$ cat config.mk
export PLATFORM = sky130hd
export DESIGN_NAME = counter4_extend_timer
export DESIGN_NICKNAME = d
export VERILOG_FILES = /design/src/rtl/counter4_extend_timer.sv
export SDC_FILE = /design/constraint.sdc
export NUM_CORES = 1
export LEC_CHECK = 0
export CAP_MARGIN = 20
export CORE_UTILIZATION = 56
export CTS_BUF_LIST = sky130_fd_sc_hd__clkbuf_2
export CTS_CLUSTER_SIZE = 20
export DETAILED_ROUTE_END_ITERATION = 7
export PLACE_DENSITY = 0.82
export SYNTH_ARGS = -nofsm -noshare
export SYNTH_HDL_FRONTEND = slang
export SYNTH_SLANG_ARGS = --single-unit
export TNS_END_PERCENT = 10
$ cat constraint.sdc
create_clock -name CLK -period 3 [get_ports CLK]
set_input_delay 0.6 -clock CLK [delete_from_list [all_inputs] [get_ports CLK]]
set_output_delay 0.6 -clock CLK [all_outputs]
set_load 0.01 [all_outputs]
$ cat src/rtl/counter4_extend_timer.sv
`default_nettype none
// +--------------------------------------------------------------------------+
// | counter4_extend_timer: extends a 4-bit counter into a wide timebase,     |
// | runs a START/TARGET interval timer on it and flags upstream faults.      |
// | Revision: 1.0                                                            |
// +--------------------------------------------------------------------------+
module counter4_extend_timer #(
  parameter int HI_WIDTH = 8
) (
  input  logic                  CLK,
  input  logic                  ASYNCRESET,
  input  logic [3:0]            I,
  input  logic                  CIN,
  input  logic                  START,
  input  logic                  ABORT,
  input  logic [HI_WIDTH+3:0]   TARGET,
  output logic [HI_WIDTH+3:0]   O,
  output logic [HI_WIDTH+3:0]   ELAPSED,
  output logic                  BUSY,
  output logic                  DONE,
  output logic                  MATCH,
  output logic                  ERR
);

  localparam int W = HI_WIDTH + 4;

  typedef enum logic [1:0] {
    ST_IDLE = 2'd0,
    ST_RUN  = 2'd1,
    ST_DONE = 2'd2
  } state_t;

  state_t                state;
  logic [HI_WIDTH-1:0]   hi;
  logic [W-1:0]          start_val;
  logic [W-1:0]          target_val;
  logic [W-1:0]          elapsed;
  logic                  match;
  logic                  err;
  logic [3:0]            prev_i;
  logic                  valid;

  logic [W-1:0]          diff;
  logic [3:0]            next_i;
  logic                  count_fault;

  assign O       = {hi, I};
  // Modular subtraction lets an interval straddle the timebase wrap.
  assign diff    = O - start_val;
  assign next_i  = prev_i + 4'd1;
  assign count_fault = (valid && (I != next_i)) || (CIN != (I == 4'hF));

  assign ELAPSED = elapsed;
  assign BUSY    = (state == ST_RUN);
  assign DONE    = (state == ST_DONE);
  assign MATCH   = match;
  assign ERR     = err;

  always_ff @(posedge CLK or posedge ASYNCRESET) begin
    if (ASYNCRESET) begin
      hi         <= '0;
      elapsed    <= '0;
      match      <= 1'b0;
      err        <= 1'b0;
      state      <= ST_IDLE;
      start_val  <= '0;
      target_val <= '0;
      prev_i     <= 4'd0;
      valid      <= 1'b0;
    end else begin
      if (CIN) begin
        hi <= hi + 1'b1;
      end

      prev_i <= I;
      valid  <= 1'b1;
      if (count_fault) begin
        err <= 1'b1;
      end

      match <= 1'b0;
      if (ABORT) begin
        state <= ST_IDLE;
      end else begin
        case (state)
          ST_IDLE, ST_DONE: begin
            if (START) begin
              start_val  <= O;
              target_val <= TARGET;
              elapsed    <= '0;
              if (TARGET == '0) begin
                state <= ST_DONE;
                match <= 1'b1;
              end else begin
                state <= ST_RUN;
              end
            end
          end
          ST_RUN: begin
            elapsed <= diff;
            if (diff == target_val) begin
              state <= ST_DONE;
              match <= 1'b1;
            end
          end
          default: state <= ST_IDLE;
        endcase
      end
    end
  end

endmodule
`default_nettype wire

==> Yosys cells after proc, flatten, opt, wreduce, memory -nomap -nowiden <==
Index checks and enable logic that the tools add are counted.
{ "totals": {"reg_bits": 53, "inputBits": 21, "out_inout_bits": 28, "word_cells": 43} }
{ "classes": {"n_addsub": 3, "eq_ne": 9, "muxes": 12, "bitwise": 1, "reduce_logical": 9} }
{ "op_table": {"columns": ["cell", "count"], "rows": [
  ["12-bit one-hot mux with 2 select lines", 1],
  ["12-bit equality test", 1],
  ["12-bit zero test", 1],
  ["12-bit two-way mux", 1],
  ["12-bit subtractor", 1],
  ["8-bit by 1-bit adder with 8-bit output (second input constant)", 1],
  ["2-bit two-way mux", 4],
  ["3-bit AND reduction", 2],
  ["4-bit by 1-bit adder with 4-bit output (second input constant)", 1],
  ["4-bit equality test (second input constant)", 1],
  ["1-bit two-way mux", 4],
  ["4-bit != test", 1],
  ["2-bit one-hot mux with 2 select lines", 1],
  ["3-bit by 2-bit != test with 1-bit output (second input constant)", 1],
  ["3-bit != test (second input constant)", 1],
  ["2-bit by 1-bit equality test with 1-bit output (second input constant)", 1],
  ["2-bit equality test (second input constant)", 1],
  ["2-bit zero test", 1],
  ["2-bit != test (second input constant)", 1],
  ["1-bit one-hot mux with 2 select lines", 1],
  ["2-bit AND reduction", 1],
  ["2-bit nonzero test", 1],
  ["2-bit OR reduction", 1],
  ["1-bit logical AND", 1],
  ["3 further kinds", 3]
]} }

==> Logic depth before layout (Yosys ltp) <==
{ "depth": {"word_depth": 5, "depth_mapped": 11, "mapped_depth_nobuf": 11} }

==> Worst setup path before layout <==
OpenSTA, ideal clock, no wires.
{ "synth_timing": {"kind": "input -> register", "start": "input port I[0]", "end": "register state[1]", "setup_time_ns": 0.092, "arrival_ns": 2.852, "setup_slack_ns": 0.056, "path_stages": 11, "path_buffers": 0, "path_cell_list": "inv_1 -> ha_1 -> inv_1 -> fa_1 -> xor2_1 -> a211o_1 -> a2111oi_4 -> o311a_1 -> nand4_1 -> or3_1 -> o31ai_2"} }
{ "synth_via": {"elab_chain_cells": 4} }
{ "synth_rtl": {"columns": ["item", "line", "source"], "rows": [
  ["from (decl)", "12", "input logic [3:0] I,"],
  ["12-bit subtractor", "49", "assign diff = O - start_val;"],
  ["12-bit equality test", "101", "if (diff == target_val) begin"],
  ["3-bit by 2-bit != test with 1-bit output (no source line)", null, null],
  ["2-bit AND reduction (no source line)", null, null],
  ["to (signal assigned)", "65", "state <= ST_IDLE;"],
  ["to (signal assigned)", "102", "state <= ST_DONE;"],
  ["to (signal assigned)", "106", "default: state <= ST_IDLE;"],
  ["to (decl)", "33", "state_t state;"]
]} }
No other way between the ends.
A chain may end at the register's enable or synchronous reset.

==> Worst setup path after layout <==
{ "layout_timing": {"start": "register start_val[0]", "end": "register state[1]"} }
{ "layout_via": {"elab_chain_cells": 4} }
{ "layout_rtl": {"columns": ["item", "line", "source"], "rows": [
  ["from (decl)", "35", "logic [W-1:0] start_val;"],
  ["from (signal assigned)", "66", "start_val <= '0;"],
  ["from (signal assigned)", "88", "start_val <= O;"],
  ["12-bit subtractor", "49", null],
  ["12-bit equality test", "101", null],
  ["3-bit by 2-bit != test with 1-bit output (no source line)", null, null],
  ["2-bit AND reduction (no source line)", null, null]
]} }
No other way between the ends.

==> impl_metrics.env <==
export IMPL_status="completed"
export IMPL_dpl_hpwl_um=5650
export IMPL_overflow=0
export IMPL_clkLatencyLatePin_ns=0.44
export IMPL_layout_common_cells="53 x dfrtp_1, 46 x clkdlybuf4s50_1, 35 x nand2_1"
export IMPL_die_area_sq_um=6060
export IMPL_antenna_left=0
export IMPL_dr_total_vias=2613
export IMPL_fmax_mhz=344
export IMPL_die_w_um=77.9
export IMPL_leakagePower_nw=1.74
export IMPL_syn_nets=356
export IMPL_ctsLongestPathBuffers=2
export IMPL_async_flop_share_pct=100
export IMPL_final_fill_count=449
export IMPL_cts_tree="yes"
export IMPL_syn_inst=321
export IMPL_grt_pass1_vias=2567
export IMPL_crit_arrival_ns=3.28
export IMPL_die_h_um=77.9
export IMPL_area_growth_pct=23.4
export IMPL_fin_crit_sh_pct=96.8
export IMPL_wirelength_um=7160
export IMPL_placed_area_sq_um=3920
export IMPL_ff2ff_setup_slack_ns=0.1
export IMPL_wl_per_cell_um=15.6
export IMPL_synth_warnings=0
export IMPL_worstPathMaxFanout=2
export IMPL_place_inst=452
export IMPL_viasPerCell=5.68
export IMPL_power_density_nw_per_um2=1060
export IMPL_syn_area_per_cell_sq_um=10.0
export IMPL_setup_tns_ns=0
export IMPL_synthFlopType="dfrtp_1"
export IMPL_final_max_slew_viol_count=0
export IMPL_fin_crit_ns=2.90
export IMPL_htreeDepth=2
export IMPL_ys_seq_area_share_pct=41.1
export IMPL_start_util_pct=58.2
export IMPL_track_usage_pct=25.6
export IMPL_worstMarginPinSlew_ns=0.614
export IMPL_skew_ns=0.0132
export IMPL_place_ws_ns=-0.632
export IMPL_numPortBuffers=48
export IMPL_synth_edf_count=0
export IMPL_num_antenna_cells=0
export IMPL_ys_types=52
export IMPL_maxCapViolations=0
export IMPL_synth_top_cell_area_share_pct=41.1
export IMPL_num_io_pins=49
export IMPL_drc=0
export IMPL_drive_gt1_share_pct=17.0
export IMPL_final_common_cell="dfrtp_1"
export IMPL_yosys_top_cells_area="dfrtp_1 41%, mux2_2 5.2%, xnor2_1 5.2%, ha_1 5.0%, o21ai_0 4.2%"
export IMPL_holdWs_ns=0.418
export IMPL_path_clk_slew_ns=0.26
export IMPL_setup_worst_path_start_class="register"
export IMPL_row_count=27
export IMPL_critPathKind="reg -> reg"
export IMPL_cts_root_buf="clkbuf_2"
export IMPL_grt_pass1_wl_um=12000
export IMPL_min_path_type="in -> reg"
export IMPL_crit_path_end_kind="register"
export IMPL_core_area_sq_um=5540
export IMPL_synth_top_cell_by_area="dfrtp_1"
export IMPL_worst_ep_required_time_ns=3.38
export IMPL_cts_buffers=5
export IMPL_rsz0062_at_grt="true"
export IMPL_relSlewSlack_pct=59.0
export IMPL_antenna_found_initial=0
export IMPL_final_nets=422
export IMPL_drt_iter0_drc=93
export IMPL_final_cells=460
export IMPL_cts_sinks=53
export IMPL_cts_setup_buffers=0
export IMPL_setup_viol=0
export IMPL_synth_area_sq_um=3220
export IMPL_setup_ws_ns=0.0972
export IMPL_synth_seq_cells=53
export IMPL_hold_viol=0
export IMPL_drtPass1Iterations=5
export IMPL_design_area_sq_um=3980
export IMPL_place_congestion=0.879
export IMPL_grt_start_max_net_pins=38
export IMPL_ir_worst_vdd_uv=623
==> cell families (layout without fill, tap and decap cells) <==
family	after synthesis	count (layout)	share of synthesized area (%)
mux	16	16	5.55
xor+xnor	35	35	11.3
flops	53	53	41.1
other cells	1	1	0.116
compound gates	81	81	18.0
fa+ha+maj	14	14	5.67
buf+inv	35	102	5.36
simple gates	86	86	12.8
==> layer usage <==
metal / GRT usage [%] / part of all wire (%) / vias to the layer above
met5: 0 / 0 / -
met3: 2.94 / 3.8 / 11
met2: 43.9 / 49 / 63
met1: 32.9 / 44 / 1275
li1: - / - / 1264
met4: 10.2 / 2.4 / 0
==> final cells by class <==
type / count / area [sq um] / share of cell area (%)
well taps: 72 / 90.1 / 2.27
flip-flops and latches: 53 / 1330 / 33.4
repair buffers: 78 / 723 / 18.2
inverters: 16 / 60.1 / 1.51
multi-input cells: 233 / 1740 / 43.7
clock buffers: 8 / 40.0 / 1.01
==> where the power goes <==
| group | internal [mW] | switching [mW] |
|---|---|---|
| clock network | 0.0684 | 0.223 |
| logic | 1.44 | 1.46 |
| registers | 0.906 | 0.134 |
| total | 2.41 | 1.82 |
==> timing repair <==
| action | in CTS | in global routing |
|---|---|---|
| pin swaps | 7 | 6 |
| hold endpoints to repair | 0 | 0 |
| hold buffers | 0 | 0 |
| gates resized for setup | 3 | 3 |
| endpoints found under the setup margin | 3 | 3 |
==> critical path, stage by stage (launching register included) <==
cell	delay [ns]
dfrtp_1	0.45
ha_2	0.18
inv_2	0.05
fa_2	0.44
xor2_1	0.16
a211o_1	0.30
a2111oi_4	0.31
o311a_1	0.22
nand4_1	0.14
or3_4	0.39
o31ai_2	0.20
==> sequential cells by signal, summed over array words and instances (netlist names) <==
register,flops
MATCH,1
hi,8
start_val,12
prev_i,4
valid,1
ELAPSED,12
target_val,12
state,2
ERR,1
==> Yosys cell counts, drive strengths merged (3+ instances only) <==
cell type,n
a2111oi,4
a211oi,4
a21o,6
a21oi,10
a22o,3
buf,11
clkbuf,8
dfrtp,53
ha,13
inv,16
mux2,15
nand2,35
nand2b,9
nand3,5
nand4,5
nor2,14
nor4,5
o211ai,3
o21a,3
o21ai,33
o31ai,4
or3,3
xnor2,19
xor2,12
==> worst paths after layout <==
kind / cells after the start / startpoint / endpoint
worst max register to register: 10 / start_val[0] / state[1]
worst min register to register: 1 / ERR / ERR
max in group asynchronous: 3 / ASYNCRESET / target_val[7]
worst min-delay path: 2 / I[0] / prev_i[0]
min in group asynchronous: 2 / ASYNCRESET / valid
worst max-delay path: 10 / start_val[0] / state[1]
==> per-stage QoR <==
step	utilization (%)	total power, mW
after global routing	71.8	4.53
after global placement	70.8	3.86
after floorplan	-	2.90
after detailed placement	70.8	3.91
final	71.8	4.23
after CTS	71.6	4.22
Note: power is estimated with default switching activity, not from simulation.
